## config.mk

```make
export PLATFORM = sky130hd
export DESIGN_NAME = wra_layer_sequencer
export DESIGN_NICKNAME = d
export VERILOG_FILES = /design/src/rtl/wra_layer_sequencer.sv
export SDC_FILE = /design/constraint.sdc
export NUM_CORES = 1
export LEC_CHECK = 0
export ABC_AREA = 1
export BUFFER_PORTS_ARGS = -buffer_cell sky130_fd_sc_hd__buf_2
export CAP_MARGIN = 25
export CORE_AREA = 2 2 449 451
export CTS_CLUSTER_DIAMETER = 150
export DETAILED_ROUTE_END_ITERATION = 10
export DIE_AREA = 0 0 451 453
export PLACE_DENSITY = 0.36
export SLEW_MARGIN = 10
export SYNTH_ARGS = -nofsm -noshare
export SYNTH_HDL_FRONTEND = slang
export SYNTH_SLANG_ARGS = --single-unit
```

## constraint.sdc

```tcl
create_clock -name clk -period 4.3 [get_ports clk]
set_input_delay 0.43 -clock clk [delete_from_list [all_inputs] [get_ports clk]]
set_output_delay 0.43 -clock clk [all_outputs]
set_load 0.02 [all_outputs]
```

## src/rtl/wra_layer_sequencer.sv

```systemverilog
// rtl/wra_layer_sequencer.sv - per-layer descriptor sequencer: latches config, streams weights into RAM, kicks datapath
module wra_layer_sequencer #(
    parameter  int MAX_LAYERS = 4,
    parameter  int ADDR_W     = 12,
    parameter  int DATA_W     = 512,
    localparam int CFG_W      = ADDR_W + 36
) (
    input  logic              clk,
    input  logic              rst,
    input  logic              cfg_we,
    input  logic [3:0]        cfg_idx,
    input  logic [CFG_W-1:0]  cfg_data,
    input  logic              start,
    input  logic [4:0]        num_layers,
    input  logic              abort,
    input  logic              w_valid,
    input  logic [DATA_W-1:0] w_data,
    output logic              w_ready,
    output logic              wgt_we,
    output logic [ADDR_W-1:0] wgt_addr,
    output logic [DATA_W-1:0] wgt_d,
    input  logic              layer_finish,
    output logic              inputbstart_op,
    output logic [4:0]        numswitchH_op,
    output logic [8:0]        numslideH_op,
    output logic [4:0]        numslideV_op,
    output logic [4:0]        NInch_D_PInch_op,
    output logic [4:0]        NOuch_D_POuch_op,
    output logic              poolingen_op,
    output logic              padding_op,
    output logic              relu_op,
    output logic [1:0]        fixpoint_op,
    output logic              kernelsize_op,
    output logic              stride_op,
    output logic [3:0]        layer_idx,
    output logic              busy,
    output logic              done,
    output logic              cfg_err
);
    typedef enum logic [2:0] {S_IDLE, S_LATCH, S_LOAD_W, S_KICK, S_RUN, S_DONE} state_t;

    state_t              state_q, state_d;
    logic [3:0]          layer_idx_q, layer_idx_d;
    logic [4:0]          nl_q, nl_d;
    logic                busy_q, busy_d;
    logic [ADDR_W-1:0]   cnt_q, cnt_d;
    logic [ADDR_W-1:0]   load_last_q, load_last_d;
    logic                wgt_we_q, wgt_we_d;
    logic [ADDR_W-1:0]   wgt_addr_q, wgt_addr_d;
    logic [DATA_W-1:0]   wgt_d_q, wgt_d_d;
    logic                cfg_err_q, cfg_err_d;
    logic [35:0]         op_cfg_q, op_cfg_d;
    logic [CFG_W-1:0]    table_q [MAX_LAYERS];
    logic [CFG_W-1:0]    table_d [MAX_LAYERS];
    logic [CFG_W-1:0]    cur_cfg;
    logic                cfg_ok;

    always_comb begin
        state_d     = state_q;
        layer_idx_d = layer_idx_q;
        nl_d        = nl_q;
        busy_d      = busy_q;
        cnt_d       = cnt_q;
        load_last_d = load_last_q;
        wgt_we_d    = 1'b0;
        wgt_addr_d  = wgt_addr_q;
        wgt_d_d     = wgt_d_q;
        op_cfg_d    = op_cfg_q;
        table_d     = table_q;
        cur_cfg     = '0;

        for (int i = 0; i < MAX_LAYERS; i++) begin
            if (layer_idx_q == 4'(i)) cur_cfg = table_q[i];
        end

        // Table is only writable while idle and in range; everything else is flagged.
        cfg_ok    = cfg_we && (state_q == S_IDLE) && ({1'b0, cfg_idx} < 5'(MAX_LAYERS));
        cfg_err_d = cfg_we && !cfg_ok;
        for (int i = 0; i < MAX_LAYERS; i++) begin
            if (cfg_ok && cfg_idx == 4'(i)) table_d[i] = cfg_data;
        end

        case (state_q)
            S_IDLE: begin
                if (start) begin
                    if (num_layers != 5'd0 && num_layers <= 5'(MAX_LAYERS)) begin
                        layer_idx_d = 4'd0;
                        busy_d      = 1'b1;
                        nl_d        = num_layers;
                        state_d     = S_LATCH;
                    end else begin
                        state_d = S_DONE;
                    end
                end
            end
            S_LATCH: begin
                op_cfg_d    = cur_cfg[CFG_W-1:ADDR_W];
                load_last_d = cur_cfg[ADDR_W-1:0];
                cnt_d       = '0;
                state_d     = S_LOAD_W;
            end
            S_LOAD_W: begin
                if (w_valid) begin
                    wgt_we_d   = 1'b1;
                    wgt_addr_d = cnt_q;
                    wgt_d_d    = w_data;
                    cnt_d      = cnt_q + 1'b1;
                    if (cnt_q == load_last_q) state_d = S_KICK;
                end
            end
            S_KICK: state_d = S_RUN;
            S_RUN: begin
                if (layer_finish) begin
                    if ({1'b0, layer_idx_q} == nl_q - 5'd1) begin
                        state_d = S_DONE;
                    end else begin
                        layer_idx_d = layer_idx_q + 4'd1;
                        state_d     = S_LATCH;
                    end
                end
            end
            S_DONE: begin
                busy_d  = 1'b0;
                state_d = S_IDLE;
            end
            default: state_d = S_IDLE;
        endcase

        // Abort outranks layer_finish and suppresses the pending RAM write.
        if (abort && state_q != S_IDLE) begin
            state_d  = S_IDLE;
            busy_d   = 1'b0;
            wgt_we_d = 1'b0;
        end
    end

    always_ff @(posedge clk) begin
        if (rst) begin
            state_q     <= S_IDLE;
            layer_idx_q <= '0;
            nl_q        <= '0;
            busy_q      <= 1'b0;
            cnt_q       <= '0;
            load_last_q <= '0;
            wgt_we_q    <= 1'b0;
            wgt_addr_q  <= '0;
            wgt_d_q     <= '0;
            cfg_err_q   <= 1'b0;
            op_cfg_q    <= '0;
        end else begin
            state_q     <= state_d;
            layer_idx_q <= layer_idx_d;
            nl_q        <= nl_d;
            busy_q      <= busy_d;
            cnt_q       <= cnt_d;
            load_last_q <= load_last_d;
            wgt_we_q    <= wgt_we_d;
            wgt_addr_q  <= wgt_addr_d;
            wgt_d_q     <= wgt_d_d;
            cfg_err_q   <= cfg_err_d;
            op_cfg_q    <= op_cfg_d;
        end
    end

    // Descriptor storage survives reset by design.
    always_ff @(posedge clk) begin
        table_q <= table_d;
    end

    assign w_ready          = (state_q == S_LOAD_W);
    assign inputbstart_op   = (state_q == S_KICK);
    assign done             = (state_q == S_DONE);
    assign busy             = busy_q;
    assign layer_idx        = layer_idx_q;
    assign cfg_err          = cfg_err_q;
    assign wgt_we           = wgt_we_q;
    assign wgt_addr         = wgt_addr_q;
    assign wgt_d            = wgt_d_q;
    assign numswitchH_op    = op_cfg_q[4:0];
    assign numslideH_op     = op_cfg_q[13:5];
    assign numslideV_op     = op_cfg_q[18:14];
    assign NInch_D_PInch_op = op_cfg_q[23:19];
    assign NOuch_D_POuch_op = op_cfg_q[28:24];
    assign poolingen_op     = op_cfg_q[29];
    assign padding_op       = op_cfg_q[30];
    assign relu_op          = op_cfg_q[31];
    assign fixpoint_op      = op_cfg_q[33:32];
    assign kernelsize_op    = op_cfg_q[34];
    assign stride_op        = op_cfg_q[35];
endmodule

```

[Word-level counts from Yosys, hierarchy flattened]
Index checks and enable logic that the tools add are counted.
Word-level totals
  flip-flop bits (word level): 791
  input bits: 576
  output and inout port bits: 570
  word-level logic and storage cells: 88
Operators by class
  $add $sub $neg: 3
  magnitude comparators: 2
  equal/unequal tests: 19
  multiplexer cells: 22
  bitwise operators: 1
  reductions and logical operators: 26
Operators with widths (count)
  $mux 48: 4
  $pmux 12 s2: 1
  $mux 3: 6
  $eq 4x2->1 const B: 4
  $mux 4: 4
  $pmux 3 s5: 1
  $add 12x1->12 const B: 1
  $eq 12x12->1: 1
  $mux 12: 1
  $logic_and 1x1->1: 9
  $eq 4x1->1 const B: 2
  $logic_not 4->1: 2
  $ne 2x2->1 const B: 4
  $pmux 4 s2: 1
  $eq 3x2->1 const B: 2
  $eq 3x3->1 const B: 2
  $reduce_and 3->1: 2
  $reduce_bool 2->1: 3
  $eq 4x5->1: 1
  $le 5x3->1 const B: 1
  $reduce_and 5->1: 1
  $reduce_bool 5->1: 1
  $sub 5x1->5 const B: 1
  $add 4x1->4 const B: 1
  13 further kinds: 17

[Depth between registers and ports, before layout]
Gate-level depths: netlist of the first run.
  depth after elaboration: 5
  gate-level depth with buffers: 12
  mapped depth without buffers: 12

[Least setup slack after synthesis of the first run]
OpenSTA, ideal clock, no wires.
  kind: register to register
  from: reg state_q[0]
  to: reg table_q[144] (netlist name) (enable)
  library setup time: 0.513 ns
  arrival: 4.215 ns
  required time: 3.787 ns
  setup slack: -0.428 ns
  cell stages (with the launch flop): 6
  path buffers: 0
  clock period less this slack: 4.728 ns
  path through: dfxtp_1 > inv_1 > nand2_1 > nor2_1 > nand3_1 > nor3_1
On the way
  word-level cells in the longest chain between the ends: 4
RTL lines
  start: declaration: RTL line 42  | state_t state_q, state_d;
  start signal: assignment: RTL line 151  | state_q <= state_d;
  $logic_not 3->1: RTL line 77  | cfg_ok = cfg_we && (state_q == S_IDLE) && ({1'b0, cfg_idx} < 5'(MAX_LAYERS));
  $logic_and 1x1->1 (2 in a row): RTL line 77
  $logic_and 1x1->1: RTL line 80  | if (cfg_ok && cfg_idx == 4'(i)) table_d[i] = cfg_data;
  end signal: assignment: RTL line 167  | table_q <= table_d;
  end: declaration: RTL line 53  | logic [CFG_W-1:0] table_q [MAX_LAYERS];
Every way passes these cells.
A chain may end at the register's enable or synchronous reset.

[Worst setup path in the final report of the first run]
  from: reg state_q[2]
  to: reg wgt_d_q[140], in the netlist wgt_d[140]
On the way
  word-level cells in the longest chain between the ends: 2
RTL lines
  $eq 3x2->1: RTL line 83  | case (state_q)
  $reduce_and 2->1 (no source line)
  end signal: assignment: RTL line 159  | wgt_d_q <= wgt_d_d;
  end: declaration: RTL line 50  | logic [DATA_W-1:0] wgt_d_q, wgt_d_d;
Every way passes these cells.

==> impl_metrics.json, run 1 <==
{
  "status": "finished, final reports clean",
  "setup_viol": 0,
  "synthCells": 3225,
  "firstDrtPassIters": 5,
  "min_period_ps": 2640,
  "num-fill-cells": 22100,
  "numCtsBuffers": 99,
  "netlist_area_sq_um": 28400,
  "ys_types": 28,
  "rows": 164,
  "drc": 0,
  "rsz0062_at_grt": "no",
  "cts-root-buf": "clkbuf_16",
  "dieArea_sq_um": 204000,
  "final_util": 0.231,
  "layout_setup_ws_ps": 1660,
  "final_common_cell": "nand2_1",
  "grt_start_max_net_pins": 184,
  "ys_seq_area_frac": 0.625,
  "routed_via_density": 3.79,
  "leakage_nw": 18.5,
  "wl_per_cell_um": 19.9,
  "power_density_nw_per_um2": 499,
  "final_layout_size_suffix_gt1_frac": 0.276,
  "syn-num-nets": 3807,
  "cts_tree": "built",
  "synth_warnings": 0,
  "syn_area_per_cell_sq_um": 8.81,
  "die-width_um": 451,
  "cp_max_fo": 67,
  "portBuffers": 1145,
  "die_y_um": 453,
  "via_count": 28800,
  "placedInstanceArea_sq_um": 37000,
  "post_cts_buffers": 0,
  "finalMaxSlewViolations": 0,
  "area_delta_synth_final_pct": 62.2,
  "relSlewSlack": 0.0540,
  "yosys.area.top_type": "dfxtp_1",
  "cp.required_ps": 4940,
  "clock_path_buffers": 3,
  "yosysTopAreaCellShare": 0.422,
  "core_sq_um": 199000,
  "final_cell_area_sq_um": 46100,
  "cts.sinks": 791,
  "dpl.hpwl_mm": 110,
  "dp_cells": 6841,
  "fmax_mhz": 378,
  "finalNonFillerCells": 7600,
  "clk_latency_ps": 740,
  "worstSetupPathType": "flip-flop to flip-flop",
  "hold_path_class": "input port to flip-flop",
  "peakVddDrop_v": 0.000371,
  "worstPathArrival_ps": 3280,
  "clk_pin_slew_ps": 60,
  "place.gp.congestion": 0.866,
  "drt_iter0_drc": 1703,
  "cts_max_level": 3,
  "finalClockSkew_ps": 65.2,
  "antenna_found_initial": 32,
  "ant_nets": 0,
  "grt_pass1_wl_mm": 210,
  "yosys-top-cells-area": "dfxtp_1 42%, edfxtp_1 20%, nand2_1 15%",
  "max_cap_viol_count": 0,
  "tightest_slew_ps": 1420,
  "layout_common_cells": "1159 x nand2_1, 1144 x buf_2, 599 x dfxtp_1",
  "grtUsageTotal": 0.140,
  "end_kind": "flip-flop",
  "ys_ff_latch": 791,
  "ios": 1146,
  "power.total_mw": 23.0,
  "routed_wl_mm": 151,
  "post-place-ws_ps": 1640,
  "fin_crit_sh": 0.615,
  "gr-total-overflow": 0,
  "final_hold_viol_count": 0,
  "grt_pass1_vias": 28700,
  "startpoint_type": "flip-flop",
  "nets": 5429,
  "start_util": 0.143
}
## state kept, by name, indices dropped and copies added, names as in the netlist
name,count
state_q,3
cnt_q,12
wgt_we,1
op_cfg_q,36
cfg_err,1
table_q,192
layer_idx,4
busy,1
nl_q,5
wgt_addr,12
load_last_q,12
wgt_d,512
## area by class of cell
cell class / count / area, sq um / share of cell area
clock buffers: 144 / 2800 / 0.0607
flip-flops and latches: 791 / 17800 / 0.386
multi-input cells: 2145 / 9410 / 0.204
diodes: 14 / 35.0 / 0.000761
inverters: 58 / 225 / 0.00489
well taps: 2656 / 3320 / 0.0722
clock inverters: 40 / 602 / 0.0131
repair buffers: 1752 / 11900 / 0.259
## final timing paths
check | start | endpoint | slack (ps) | cells past startpoint
max | state_q[2]$_SDFFE_PP0P_ | wgt_d[140]$_SDFFE_PP0P_ | 1660 | 6
min reg2reg | op_cfg_q[32]$_SDFFE_PP0P_ | op_cfg_q[32]$_SDFFE_PP0P_ | 460 | 2
max reg2reg | state_q[2]$_SDFFE_PP0P_ | wgt_d[140]$_SDFFE_PP0P_ | 1660 | 6
min | w_data[71] | wgt_d[71]$_SDFFE_PP0P_ | 90 | 3
## power by group
part / internal [mW] / total [mW] / switching [mW]
combinational: 1.88 / 5.63 / 3.75
clock: 5.16 / 8.78 / 3.62
sequential: 8.22 / 8.57 / 0.349
## synthesized netlist by cell type (all sizes together)
| cell type | n |
|---|---|
| nor3 | 16 |
| buf | 98 |
| a31oi | 48 |
| nand3 | 65 |
| clkbuf | 133 |
| or2 | 2 |
| edfxtp | 192 |
| nand4 | 52 |
| xnor2 | 2 |
| ha | 6 |
| a211oi | 1 |
| o21ai | 104 |
| nor2 | 132 |
| a21oi | 541 |
| nand2 | 1162 |
| inv | 58 |
| o22ai | 12 |
| xor2 | 2 |
| dfxtp | 599 |
## repair_timing
action                    CTS  global route
hold endpoints to repair  705             0
hold buffers              561             0
resized for setup           0             0
## cell families after synthesis
group | share of synthesized area
xor gates and xnor gates | 0.00123
adders and majority gates | 0.00264
buffers and inverters | 0.0452
and+or+nand+nor | 0.199
DFF | 0.625
AOI/OAI and AO/OA | 0.127
## through the flow
step / hold WS (ps) / setup TNS, ps
floorplan: 439 / -82130
global placement: 446 / 0
detailed placement: 449 / 0
CTS: 2.52 / 0
global route: 35.7 / 0
finish: 85.6 / 0
## per-layer routing
layer / vias to the layer above / share of wire / global-route usage
li1: 14000 / - / -
met1: 13700 / 0.41 / 0.166
met2: 930 / 0.48 / 0.237
met3: 229 / 0.077 / 0.0461
met4: 6 / 0.032 / 0.0489
met5: - / 0.00026 / 0
## critical path: stages, from the launching register on
cell     delay, ps
dfxtp_1        360
nor3_4         360
nand2_8        310
inv_8          550
buf_4          490
nand2_1        120
a21oi_1        150
Power figures use the tool's default switching activity.
==> run 2, diff against run 1 <==
--- a/config.mk
+++ b/config.mk
@@ -5,14 +5,14 @@
 export SDC_FILE = /design/constraint.sdc
 export NUM_CORES = 1
 export LEC_CHECK = 0
-export ABC_AREA = 1
+export ABC_AREA = 0
 export BUFFER_PORTS_ARGS = -buffer_cell sky130_fd_sc_hd__buf_2
 export CAP_MARGIN = 25
-export CORE_AREA = 2 2 449 451
+export CORE_AREA = 2 2 442 444
 export CTS_CLUSTER_DIAMETER = 150
 export DETAILED_ROUTE_END_ITERATION = 10
-export DIE_AREA = 0 0 451 453
-export PLACE_DENSITY = 0.36
+export DIE_AREA = 0 0 444 446
+export PLACE_DENSITY = 0.35
 export SLEW_MARGIN = 10
 export SYNTH_ARGS = -nofsm -noshare
 export SYNTH_HDL_FRONTEND = slang
==> constraint.sdc (replaced) <==
create_clock -name clk -period 2.54 [get_ports clk]
set_input_delay 0.254 -clock clk [delete_from_list [all_inputs] [get_ports clk]]
set_output_delay 0.254 -clock clk [all_outputs]
set_load 0.02 [all_outputs]
==> impl_metrics.json, run 2 <==
{
  "cpMostUsedCell": "buf_12",
  "grt_pass1_vias": 27900,
  "final_layout_size_suffix_gt1_frac": 0.299,
  "fmax_mhz": 420,
  "critical_path_buf_inv_count": 3,
  "power.share.clock": 0.387,
  "dieArea_sq_um": 198000,
  "setup_viol": 0,
  "peakVddDrop_v": 0.000538,
  "tightest_slew_ps": 880,
  "rows": 162,
  "crit_chain": "nor2_4 > and3_4 > buf_12 > buf_12 > nand2_1 > a21oi_1 > dlygate4sd3_1",
  "via_count": 28000,
  "clk_pin_slew_ps": 60,
  "clk_latency_ps": 740,
  "internal_power_mw": 25.2,
  "finalNonFillerCells": 7365,
  "yosys-top-cells-area": "dfxtp_1 42%, edfxtp_1 20%, nand2_1 14%",
  "drt_iter0_drc": 1581,
  "slowest_stage": "dlygate4sd3_1",
  "worstPathArrival_ps": 3050,
  "synth_async_sr_flop_share": 0,
  "holdCritStartpoint": "cfg_idx[1]",
  "yosys.area_share.simple": 0.164,
  "netlist_top_cells_count": "1060 x nand2_1, 627 x a21oi_1, 599 x dfxtp_1, 192 x edfxtp_1, 150 x clkbuf_1",
  "layout_setup_ws_ps": 161,
  "r2r-start": "state_q[2]$_SDFFE_PP0P_",
  "clock_path_buffers": 3,
  "switching_share": 0.322,
  "tns_ps": 0,
  "ios": 1146,
  "nets": 5309,
  "final_hold_viol_count": 0,
  "synthAdderAreaFrac": 0.00266,
  "cp-startpoint": "state_q[2]$_SDFFE_PP0P_",
  "largest_reg_flops": 512,
  "startpoint_type": "flip-flop",
  "post-place-ws_ps": 404,
  "worstSetupPathType": "flip-flop to flip-flop",
  "numCtsBuffers": 100,
  "synthCells": 3050,
  "min_period_ps": 2380,
  "drc": 0,
  "synth_warnings": 0,
  "end_kind": "flip-flop",
  "final_common_cell": "buf_2",
  "dp_cells": 6589,
  "grt_start_max_net_pins": 123,
  "grt_pass1_wl_mm": 207,
  "firstDrtPassIters": 5,
  "grtUsageTotal": 0.145,
  "hold_path_class": "input port to flip-flop",
  "place.gp.congestion": 0.829,
  "synth_top_family_by_area": "simple AND/OR/NAND/NOR gates",
  "syn-num-nets": 3632,
  "cp.required_ps": 3210,
  "rsz0062_at_grt": "no",
  "synth.most_common_cell": "nand2_1",
  "die-width_um": 444,
  "critPathTopFamily": "buffers and inverters",
  "netlist_area_sq_um": 28200,
  "cp_max_fo": 56,
  "wl_per_cell_um": 20.6,
  "synth-main-ff-cell": "dfxtp_1",
  "die_y_um": 446,
  "cts-root-buf": "clkbuf_16",
  "leakage_nw": 18.8,
  "p_sw_mw": 12.0,
  "ys_types": 46,
  "layout_common_cells": "1144 x buf_2, 1060 x nand2_1, 627 x a21oi_1",
  "cp_slowest_stage_delay_ps": 550,
  "yosys.area.top_type": "dfxtp_1",
  "synthMuxAreaShare": 0.00297,
  "synth_edf_count": 192,
  "antenna_found_initial": 21,
  "cts_tree": "built",
  "max_cap_viol_count": 0,
  "dpl.hpwl_mm": 113,
  "synth-compound-area-share": 0.157,
  "routed_wl_mm": 151,
  "status": "finished, final reports clean",
  "ys_seq_area_frac": 0.629,
  "power_frac_seq": 0.400,
  "finalMaxSlewViolations": 0,
  "gr-total-overflow": 0,
  "relSlewSlack": 0.413,
  "yosysTopAreaCellShare": 0.425,
  "ant_nets": 0,
  "fin_crit_sh": 0.937,
  "combinationalPowerShare": 0.214,
  "start_util": 0.146,
  "ys_ff_latch": 791,
  "core_sq_um": 194000,
  "syn_area_per_cell_sq_um": 9.26,
  "portBuffers": 1145,
  "area_delta_synth_final_pct": 64.7,
  "cts_max_level": 3,
  "cts.sinks": 791,
  "synthXorXnorAreaFrac": 0.00838,
  "routed_via_density": 3.80,
  "power_density_nw_per_um2": 799,
  "finalClockSkew_ps": 75.5
}
-- run 2: cell count changes after synthesis, sizes merged, moves of 48 or more --
cell / delta
nor2: -58
inv: -49
nand2: -102
o21ai: -50
a22oi: +48
a21oi: +86
nand3: -56
-- run 2: tightest hold or removal path, delay by kind of cell --
kind	cells	cell delay, ps
buffers and inverters	2	330
and+or+nand+nor	1	80
-- run 2: area by class of cell --
| cell class | count | area [sq um] |
|---|---|---|
| fill | 21400 | 147000 |
| clock buffer | 153 | 2870 |
| timing repair buffer | 1805 | 12600 |
| inverter | 10 | 37.5 |
| clock inverter | 33 | 430 |
| multi-input combinational | 2019 | 9560 |
| tap | 2542 | 3180 |
| antenna | 12 | 30.0 |
| sequential | 791 | 17800 |
-- run 2: per-stage QoR --
step / cell area [sq um] / utilization / hold WS [ps] / power, mW
CTS: 46400 / 0.240 / 0.0927 / 37.9
floorplan: 28300 / - / 353 / 18.8
detailed placement: 37400 / 0.193 / 443 / 22.4
finish: 46500 / 0.240 / 110 / 37.2
global route: 46500 / 0.240 / 36.5 / 39.1
global placement: 37400 / 0.193 / 438 / 22.4
-- run 2: worst paths after layout --
| check | end | slack, ps | cells after the start |
|---|---|---|---|
| setup / recovery | wgt_d[313]$_SDFFE_PP0P_ | 160 | 7 |
| hold reg to reg | wgt_d[292]$_SDFFE_PP0P_ | 450 | 2 |
| setup reg to reg | wgt_d[313]$_SDFFE_PP0P_ | 160 | 7 |
| hold / removal | table_q[132]$_DFFE_PP_ | 110 | 3 |
-- run 2: power by group through the flow --
stage	clock [mW]	combinational (mW)	sequential, mW
after detailed placement	0	7.30	15.1
after global routing	15.4	8.67	15.0
after global placement	0	7.28	15.1
final	14.4	7.94	14.9
after floorplan	0	2.69	16.1
after CTS	15.0	8.11	14.8
-- run 2: repair_timing --
item                                    in CTS  in global routing
resized for setup                            1                  2
endpoints found under the setup margin       1                  1
setup buffers                                0                  4
pin swaps                                    0                  1
hold buffers                               573                  0
gates cloned                                 0                  1
hold endpoints to repair                   737                  0
-- run 2: metal layers --
metal	vias up	track usage	share of wire
met1	13300	0.162	0.39
met3	203	0.0713	0.11
met4	4	0.0531	0.034
met5	-	0	0.00014
met2	878	0.235	0.47
li1	13700	-	-
-- run 2: cell families after synthesis --
kind of cell | count (synthesis)
compound gates | 789
xor+xnor | 27
fa+ha+maj | 6
buf+inv | 241
flops | 791
mux | 8
simple gates | 1188
